[src/rtl/apb_demux_pkg.sv]
// Shared types for the APB peripheral demultiplexer and its address decoder.
package apb_demux_pkg;

    localparam int unsigned MAX_SLV = 16;

    typedef struct packed {
        logic [31:0] base;
        logic [31:0] size;
    } addr_rule_t;

    typedef enum logic [1:0] {
        NONE    = 2'd0,
        DECODE  = 2'd1,
        TIMEOUT = 2'd2,
        SLVERR  = 2'd3
    } err_kind_e;

endpackage

[src/rtl/soc_bus_pkg.sv]
// SoC-level APB request/response structs shared by bridges, interconnect and peripherals.
package soc_bus_pkg;

    typedef struct packed {
        logic        psel;
        logic        penable;
        logic        pwrite;
        logic [2:0]  pprot;
        logic [31:0] paddr;
        logic [31:0] pwdata;
        logic [3:0]  pstrb;
    } soc_apb_req_t;

    typedef struct packed {
        logic        pready;
        logic        pslverr;
        logic [31:0] prdata;
    } soc_apb_resp_t;

endpackage

[src/rtl/apb_addr_decode.sv]
// Combinational {base,size} window match; reports whether any rule hits and the lowest hitting index.
module apb_addr_decode
    import apb_demux_pkg::*;
#(
    parameter int unsigned N_SLV  = 4,
    parameter type         rule_t = addr_rule_t,
    parameter int unsigned IDX_W  = (N_SLV > 1) ? $clog2(N_SLV) : 1
) (
    input  logic [31:0]      addr_i,
    input  rule_t            rules_i [N_SLV],
    output logic             hit_o,
    output logic [IDX_W-1:0] idx_o
);

    // Walk downwards so the lowest matching index is written last; wrapped offset makes size 0 never hit.
    always_comb begin
        hit_o = 1'b0;
        idx_o = '0;
        for (int i = N_SLV - 1; i >= 0; i--) begin
            if ((addr_i - rules_i[i].base) < rules_i[i].size) begin
                hit_o = 1'b1;
                idx_o = IDX_W'(i);
            end
        end
    end

endmodule

[src/rtl/apb_periph_demux.sv]
// APB 1-to-N_SLV demultiplexer with runtime address map, decode errors and sticky error capture.
// Define APB_DEMUX_TIMEOUT_EN to include the access-phase watchdog and its TMO completion state.
module apb_periph_demux
    import apb_demux_pkg::*;
#(
    parameter int unsigned N_SLV      = 4,
    parameter int unsigned TMO_CYCLES = 256,
    parameter type         apb_req_t  = soc_bus_pkg::soc_apb_req_t,
    parameter type         apb_rsp_t  = soc_bus_pkg::soc_apb_resp_t,
    parameter type         rule_t     = apb_demux_pkg::addr_rule_t
) (
    input  logic        clk_i,
    input  logic        rst_ni,
    input  apb_req_t    mst_req_i,
    output apb_rsp_t    mst_rsp_o,
    output apb_req_t    slv_req_o [N_SLV],
    input  apb_rsp_t    slv_rsp_i [N_SLV],
    input  rule_t       addr_map_i [N_SLV],
    input  logic        err_clr_i,
    output logic        err_valid_o,
    output logic [31:0] err_addr_o,
    output logic [1:0]  err_kind_o
);

    localparam int unsigned IDX_W = (N_SLV > 1) ? $clog2(N_SLV) : 1;

    typedef enum logic [1:0] {
        IDLE   = 2'd0,
        ACCESS = 2'd1,
        TMO    = 2'd2
    } state_e;

    state_e           state_q;
    logic             hit_q;
    logic [IDX_W-1:0] idx_q;
    logic [31:0]      addr_q;

    logic             dec_hit;
    logic [IDX_W-1:0] dec_idx;
    logic             setup;
    logic             violation;
    apb_rsp_t         sel_rsp;

    logic             err_now;
    err_kind_e        kind_now;
    logic [31:0]      err_addr_now;

    logic             err_valid_q, err_valid_d;
    logic [31:0]      err_addr_q, err_addr_d;
    err_kind_e        err_kind_q, err_kind_d;

    apb_addr_decode #(
        .N_SLV  (N_SLV),
        .rule_t (rule_t),
        .IDX_W  (IDX_W)
    ) u_decode (
        .addr_i  (mst_req_i.paddr),
        .rules_i (addr_map_i),
        .hit_o   (dec_hit),
        .idx_o   (dec_idx)
    );

    assign setup     = mst_req_i.psel && !mst_req_i.penable;
    // Access phase without a preceding setup; gated by reset so outputs stay quiet while held.
    assign violation = rst_ni && (state_q == IDLE) && mst_req_i.psel && mst_req_i.penable;
    assign sel_rsp   = slv_rsp_i[idx_q];

`ifdef APB_DEMUX_TIMEOUT_EN
    logic [15:0] cnt_q;
    logic        tmo_hit;

    assign tmo_hit = (cnt_q == 16'(TMO_CYCLES - 1));

    always_ff @(posedge clk_i or negedge rst_ni) begin
        if (!rst_ni) begin
            cnt_q <= '0;
        end else if (state_q == IDLE && setup) begin
            cnt_q <= '0;
        end else if (state_q == ACCESS && hit_q && !sel_rsp.pready && cnt_q != 16'hFFFF) begin
            cnt_q <= cnt_q + 16'd1;
        end
    end
`else
    logic unused_tmo;
    assign unused_tmo = ^TMO_CYCLES;
`endif

    always_ff @(posedge clk_i or negedge rst_ni) begin
        if (!rst_ni) begin
            state_q <= IDLE;
            hit_q   <= 1'b0;
            idx_q   <= '0;
            addr_q  <= '0;
        end else begin
            case (state_q)
                IDLE: begin
                    if (setup) begin
                        state_q <= ACCESS;
                        hit_q   <= dec_hit;
                        idx_q   <= dec_idx;
                        addr_q  <= mst_req_i.paddr;
                    end
                end
                ACCESS: begin
                    if (!hit_q || sel_rsp.pready) begin
                        state_q <= IDLE;
                    end
`ifdef APB_DEMUX_TIMEOUT_EN
                    else if (tmo_hit) begin
                        state_q <= TMO;
                    end
`endif
                end
                TMO:     state_q <= IDLE;
                default: state_q <= IDLE;
            endcase
        end
    end

    // Only the selected slave sees psel/penable; everything else is broadcast, and reset silences all.
    always_comb begin
        for (int i = 0; i < N_SLV; i++) begin
            slv_req_o[i] = '0;
            if (rst_ni) begin
                slv_req_o[i]         = mst_req_i;
                slv_req_o[i].psel    = 1'b0;
                slv_req_o[i].penable = 1'b0;
                if ((state_q == IDLE && setup && dec_hit && dec_idx == IDX_W'(i)) ||
                    (state_q == ACCESS && hit_q && idx_q == IDX_W'(i))) begin
                    slv_req_o[i].psel    = mst_req_i.psel;
                    slv_req_o[i].penable = mst_req_i.penable;
                end
            end
        end
    end

    always_comb begin
        mst_rsp_o    = '0;
        err_now      = 1'b0;
        kind_now     = NONE;
        err_addr_now = addr_q;
        case (state_q)
            IDLE: begin
                if (violation) begin
                    mst_rsp_o.pready  = 1'b1;
                    mst_rsp_o.pslverr = 1'b1;
                    err_now           = 1'b1;
                    kind_now          = DECODE;
                    err_addr_now      = mst_req_i.paddr;
                end
            end
            ACCESS: begin
                if (!hit_q) begin
                    mst_rsp_o.pready  = 1'b1;
                    mst_rsp_o.pslverr = 1'b1;
                    err_now           = 1'b1;
                    kind_now          = DECODE;
                end else begin
                    mst_rsp_o = sel_rsp;
                    if (sel_rsp.pready && sel_rsp.pslverr) begin
                        err_now  = 1'b1;
                        kind_now = SLVERR;
                    end
                end
            end
            TMO: begin
                mst_rsp_o.pready  = 1'b1;
                mst_rsp_o.pslverr = 1'b1;
                err_now           = 1'b1;
                kind_now          = TIMEOUT;
            end
            default: ;
        endcase
    end

    // Clear is applied first so an error in the same cycle is still captured.
    always_comb begin
        err_valid_d = err_valid_q;
        err_addr_d  = err_addr_q;
        err_kind_d  = err_kind_q;
        if (err_clr_i) begin
            err_valid_d = 1'b0;
        end
        if (err_now && !err_valid_d) begin
            err_valid_d = 1'b1;
            err_addr_d  = err_addr_now;
            err_kind_d  = kind_now;
        end
    end

    always_ff @(posedge clk_i or negedge rst_ni) begin
        if (!rst_ni) begin
            err_valid_q <= 1'b0;
            err_addr_q  <= '0;
            err_kind_q  <= NONE;
        end else begin
            err_valid_q <= err_valid_d;
            err_addr_q  <= err_addr_d;
            err_kind_q  <= err_kind_d;
        end
    end

    assign err_valid_o = err_valid_q;
    assign err_addr_o  = err_addr_q;
    assign err_kind_o  = err_kind_q;

endmodule

[config.mk]
export PLATFORM = sky130hd
export DESIGN_NAME = apb_periph_demux
export DESIGN_NICKNAME = d
export VERILOG_FILES = /design/src/rtl/apb_demux_pkg.sv /design/src/rtl/soc_bus_pkg.sv /design/src/rtl/apb_addr_decode.sv /design/src/rtl/apb_periph_demux.sv
export SDC_FILE = /design/constraint.sdc
export NUM_CORES = 1
export LEC_CHECK = 0
export BUFFER_PORTS_ARGS = -buffer_cell sky130_fd_sc_hd__buf_4
export CAP_MARGIN = 15
export CORE_AREA = 2 2 326 328
export CTS_CLUSTER_DIAMETER = 40
export DETAILED_ROUTE_END_ITERATION = 8
export DIE_AREA = 0 0 328 330
export SLEW_MARGIN = 20
export SYNTH_ARGS = -nofsm -noshare
export SYNTH_HDL_FRONTEND = slang
export SYNTH_SLANG_ARGS = --single-unit
[constraint.sdc]
create_clock -name clk_i -period 19.8 [get_ports clk_i]
set_clock_uncertainty 0.15 [all_clocks]
set_input_delay 2.97 -clock clk_i [delete_from_list [all_inputs] [get_ports clk_i]]
set_output_delay 2.97 -clock clk_i [all_outputs]
set_load 0.02 [all_outputs]
# ---- After elaboration in Yosys (flattened, before gate mapping)
# Cells that the tools add are included.
dict set report totals {
  ramBits 0
  ff_bits 72
  romBits 0
  memories 0
  in_bits 469
  output_inout_bits 365
  latchBits 0
}
dict set report op_classes {
  n_bitwise 1
  n_reduce_logical 30
  eq_ne 10
  n_mul 0
  div 0
  mux 39
  n_addsub 4
  shifts 0
  order_cmp 5
}
# operator count
set ops {}
lappend ops {{74-bit 2-to-1 mux} 4}
lappend ops {{32-bit < comparator} 4}
lappend ops {{32-bit 2-to-1 mux} 4}
lappend ops {{32-bit subtractor} 4}
lappend ops {{34-bit binary-select mux with 2-bit select} 1}
lappend ops {{34-bit 2-to-1 mux} 2}
lappend ops {{2-bit 2-to-1 mux} 14}
lappend ops {{1-bit logical AND} 17}
lappend ops {{2-bit one-hot mux with 3 select lines} 2}
lappend ops {{2-bit == test (second input constant)} 5}
lappend ops {{1-bit 2-to-1 mux} 10}
lappend ops {{2-bit by 1-bit == test with 1-bit output (second input constant)} 3}
lappend ops {{2-bit zero test} 3}
lappend ops {{1-bit logical OR} 5}
lappend ops {{2-bit != test (second input constant)} 2}
lappend ops {{2-bit one-hot mux with 2 select lines} 1}
lappend ops {{2-bit AND reduction} 2}
lappend ops {{3-bit >= comparator (second input constant)} 1}
lappend ops {{1-bit zero test} 3}
lappend ops {{2-bit NOT with 3-bit output} 1}
lappend ops {{1-bit one-hot mux with 3 select lines} 1}

# ---- Depth between registers and ports, before layout
dict set report logic_depth {
  depth_word 11
  mapped_depth 23
}

# ---- Hierarchy
# From an unflattened synthesis, not the netlist that was laid out.
dict set report unflattened {
  cells_unflattened 1989
  hier_area_um2 15866.5
}
# mod area_per_inst_um2 cells_each instances seq_area_each_um2
set by_module_without_submodules {}
lappend by_module_without_submodules {apb_addr_decode 9485.3 1351 1 0.0}
lappend by_module_without_submodules {apb_periph_demux 6381.1 638 1 1776.7}

# ---- Worst setup path after synthesis
# OpenSTA, ideal clock, no wires.
dict set report synth_timing {
  kind {input-to-output}
  from {input port mst_req_i[36] (netlist name)}
  to {output port slv_req_o[73] (netlist name)}
  t_arrival_ns 7.542
  path_stages 22
  required_time_ns 16.680
  setup_slack_ns 9.138
  cell_sequence {inv_1 ha_1 inv_1 fa_1 a21o_1 a21oi_1 o21ai_0 a31oi_1 a31oi_1 a31o_2 a221oi_1 o21ai_0 xor2_1 ha_1 and4_1 or3b_2 or2_2 a211oi_1 o21a_1 and2_1 a32oi_1 nor2_1}
}
# element line
set synth_lines {}
lappend synth_lines {{start, declared} apb_periph_demux.sv:14} ;# input apb_req_t mst_req_i,
lappend synth_lines {{end, declared} apb_periph_demux.sv:16} ;# output apb_req_t slv_req_o [N_SLV],

==> metrics <==
run status=finished clean; share of total power in combinational logic=71.0%; top flip-flop cell by instance count after synthesis=sky130_fd_sc_hd__dfrtp_1; ys async rst share=100%; number of buffers added to fix hold violations after cts=0; most frequent standard cell in the layout excluding fill and tap cells=sky130_fd_sc_hd__buf_4; time the worst path needs with I/O delays and setup=12.50 ns; largest family of logic cells by synthesized area=compound AO/OA/AOI/OAI gates; synth-to-layout area growth=41.3%; net switching power=~0.74 mW; post-DR wirelength/cell=22.3 um; Critical-path top delay cell=sky130_fd_sc_hd__a2111oi_0; mux cell area share after synthesis=5.12%; clock share of power=12.1%; xor/xnor cell area share of the yosys netlist=under 10%; die area=0.108 mm^2; delay of the slowest critical-path stage=~0.76 ns; worst reg2reg path depth=10; classification of the worst setup path=in -> out; clock root cell=sky130_fd_sc_hd__clkbuf_16; fill cell count=11800; wire length of the first global-routing pass=124000 um; data arrival time at the worst-slack endpoint=between 9 and 10 ns; number of routed nets with antenna violations=0; clock latency on the worst-skew pair=0.37 ns; Vert. Die Dim=330 um; average vias per placed instance=4.20; Hold Crit Class=reg -> reg; number of gates given a new drive strength after cts=0; type of destination of the critical path=output port; Pins Over Slew Limit=0; total standard cell area after synthesis=0.0159 mm^2; HPWL Detailed=81400 um; Avg Synthesized Cell Area=7.40 um^2; CP Max Fanout=6; global routing usage summed across all routing layers=roughly 16%; share of the yosys chip area belonging to registers=between 10 and 15%; total number of clock tree sinks=71; Core Box Area=around 0.10 mm^2; Global Route met1 Usage=between 10% and 20%; largest net degree at the start of global routing=between 60 and 70; share of Yosys cell area claimed by the top area cell type=19.5%; count of flip-flops with a built-in enable after synthesis=0; TritonCTS clock tree=yes; largest cells by area after synthesis=sky130_fd_sc_hd__ha_1 (19%), sky130_fd_sc_hd__dfrtp_1 (11%), sky130_fd_sc_hd__buf_4 (10%); crit start category=input pin; Setup TNS=0 ns; number of setup buffers added after CTS=0; worst-margin pin slew=0.929 ns; proportion of power drawn by flip-flops and latches=16.9%; drt total wl=92400 um; number of design rule violations left after detail routing=0; Final Net Count=3457; overall die width=328 um; First-pass DRT Iterations=5; Sw Ratio=49.0%; GP Congestion=0.903; post-route cell area=approximately 0.023 mm^2; routed via count=roughly 17000; hold path cells=2; number of rows created at floorplan=119; adder-cell share of the synthesized area=between 10% and 20%; final worst path period share=63.1%; total overflow reported by the global router=0; post-synth net total=2873; synthesis-stage register bit count=between 70 and 80; worst path required time=16.68 ns; met3 Use GR=5.09%; RSZ-0062 raised after global routing=false; max-capacitance violation count=0; initial antenna violation count=39; number of different library cells in the post-synthesis netlist=67; met2 layer usage reported by global route=29.0%; placed cell areas=0.0222 mm^2; # setup viols final=0; clock slew at reported path FFs=0.07 ns; synthesized-area fraction occupied by ao, oa, aoi and oai cells=21.0%; overall power after layout=1.50 mW; Pwr per Cell Area=66.8 mW/mm^2; final core occ=21.5%; count of pins on the block boundary=roughly 830; initial core utilization=15.2%; area share of and/or/nand/nor cells after synthesis=about a fifth; maximum operating frequency=around 80 MHz; via count of the first global-routing pass=17000; number of instances in the synthesized netlist=2152; Critical Path Most Common Cell=sky130_fd_sc_hd__nor2_1; number of buffers created by CTS=9; count of endpoints failing hold in the final timing report=0; most frequent cells in the layout=sky130_fd_sc_hd__buf_4 (841), sky130_fd_sc_hd__inv_1 (278), sky130_fd_sc_hd__ha_1 (248); Slew headroom=38.0%; clock tree buffer depth=2; port buffer count=833; GRT busiest layer=met2; VDD IR max=0.0607 mV; number of DRC markers after the initial detailed-route iteration=912; H-tree levels=3; design internal power=0.766 mW; cell type contributing the most total cell area after synthesis=sky130_fd_sc_hd__ha_1; count of yosys warnings during synthesis=0; layout cells sized above 1=33.5%; leakage power figure=11.9 nW
[worst max-delay path: cells and delay by family]
family                   cells  cell delay, ns
adder cells (fa/ha/maj)      3            0.89
AO/OA/AOI/OAI               12            3.93
AND/OR/NAND/NOR              5            0.76
XOR/XNOR                     1            0.08
buffers and inverters        4            0.74
[power by group through the flow]
| stage | Combinational, mW | Clock (mW) | Sequential, mW |
|---|---|---|---|
| 2_1_floorplan | 0.616 | 0 | 0.285 |
| 3_3_place_gp | 1.07 | 0 | 0.255 |
| 3_5_place_dp | 1.08 | 0 | 0.258 |
| 4_1_cts | 1.08 | 0.192 | 0.255 |
| 5_1_grt | 1.17 | 0.196 | 0.263 |
| 6_report | 1.07 | 0.182 | 0.255 |
[kinds of logic (layout without fill, tap and decap cells)]
kind of cell / count (synthesis) / count (layout)
AO/OA/AOI/OAI: 509 / 509
XOR/XNOR: 107 / 107
adder cells (fa/ha/maj): 252 / 252
buffers and inverters: 548 / 1137
flip-flops: 71 / 71
multiplexers: 39 / 39
other: 0 / 5
AND/OR/NAND/NOR: 626 / 626
[state kept, by name, summed over array words and instances (netlist names)]
name and flops:
addr_q 32, idx_q 2, err_addr_o 32, hit_q 1, err_kind_o 2, err_valid_o 1
state_q 1
[per-stage QoR]
step                hold slack [ns]  worst slack [ns]  std cells
finish                        0.325              7.30       4137
global route                  0.344              6.73       4132
CTS                           0.328              7.30       4132
detailed placement            0.312              7.34       4116
global placement              0.305              7.40       4115
floorplan                     0.296              9.14       2152
[layer usage]
metal / vias to the layer above / routed length (um)
met5: - / 383
met2: 628 / 46000
met3: 118 / 7910
met4: 62 / 1970
met1: 8224 / 36100
li1: 8336 / -
[path summary, 6_finish.rpt]
check,from,to,slack (ns)
min in group asynchronous,rst_ni,err_addr_o[30],2.36
max in group asynchronous,rst_ni,addr_q[8],15.98
worst min-delay path,addr_q[13],addr_q[13],0.33
worst min register to register,addr_q[13],addr_q[13],0.33
worst max-delay path,mst_req_i[36],slv_req_o[73],7.30
worst max register to register,state_q[0],err_addr_o[8],15.91
[cell usage after synthesis, drive strengths merged, types with 5 or more instances]
cell type,n
a211o,5
a21o,109
nor3,27
a21boi,6
o31a,6
nor2,130
buf,221
and2,110
a31oi,43
inv,278
or2,10
xor2,28
clkbuf,49
xnor2,79
nand4,36
a2111oi,9
and3,8
mux2i,5
o21a,27
o21ai,77
a211oi,11
o21bai,18
dfrtp,71
ha,248
nand2,225
nand3,20
o211ai,10
nand2b,17
mux4,34
a21oi,143
nor2b,20
and4,7
[area by class of cell]
cell class	count	area [um^2]	share of cell area [%]
well taps	1391	1740	7.73
flip-flops and latches	71	1780	7.91
inverters	278	1040	4.64
repair buffers	843	6330	28.1
clock buffers	10	229	1.02
diodes	5	12.5	0.0556
multi-input cells	1533	11300	50.2
clock inverters	6	67.6	0.300
Note: power is estimated with default switching activity, not from simulation.
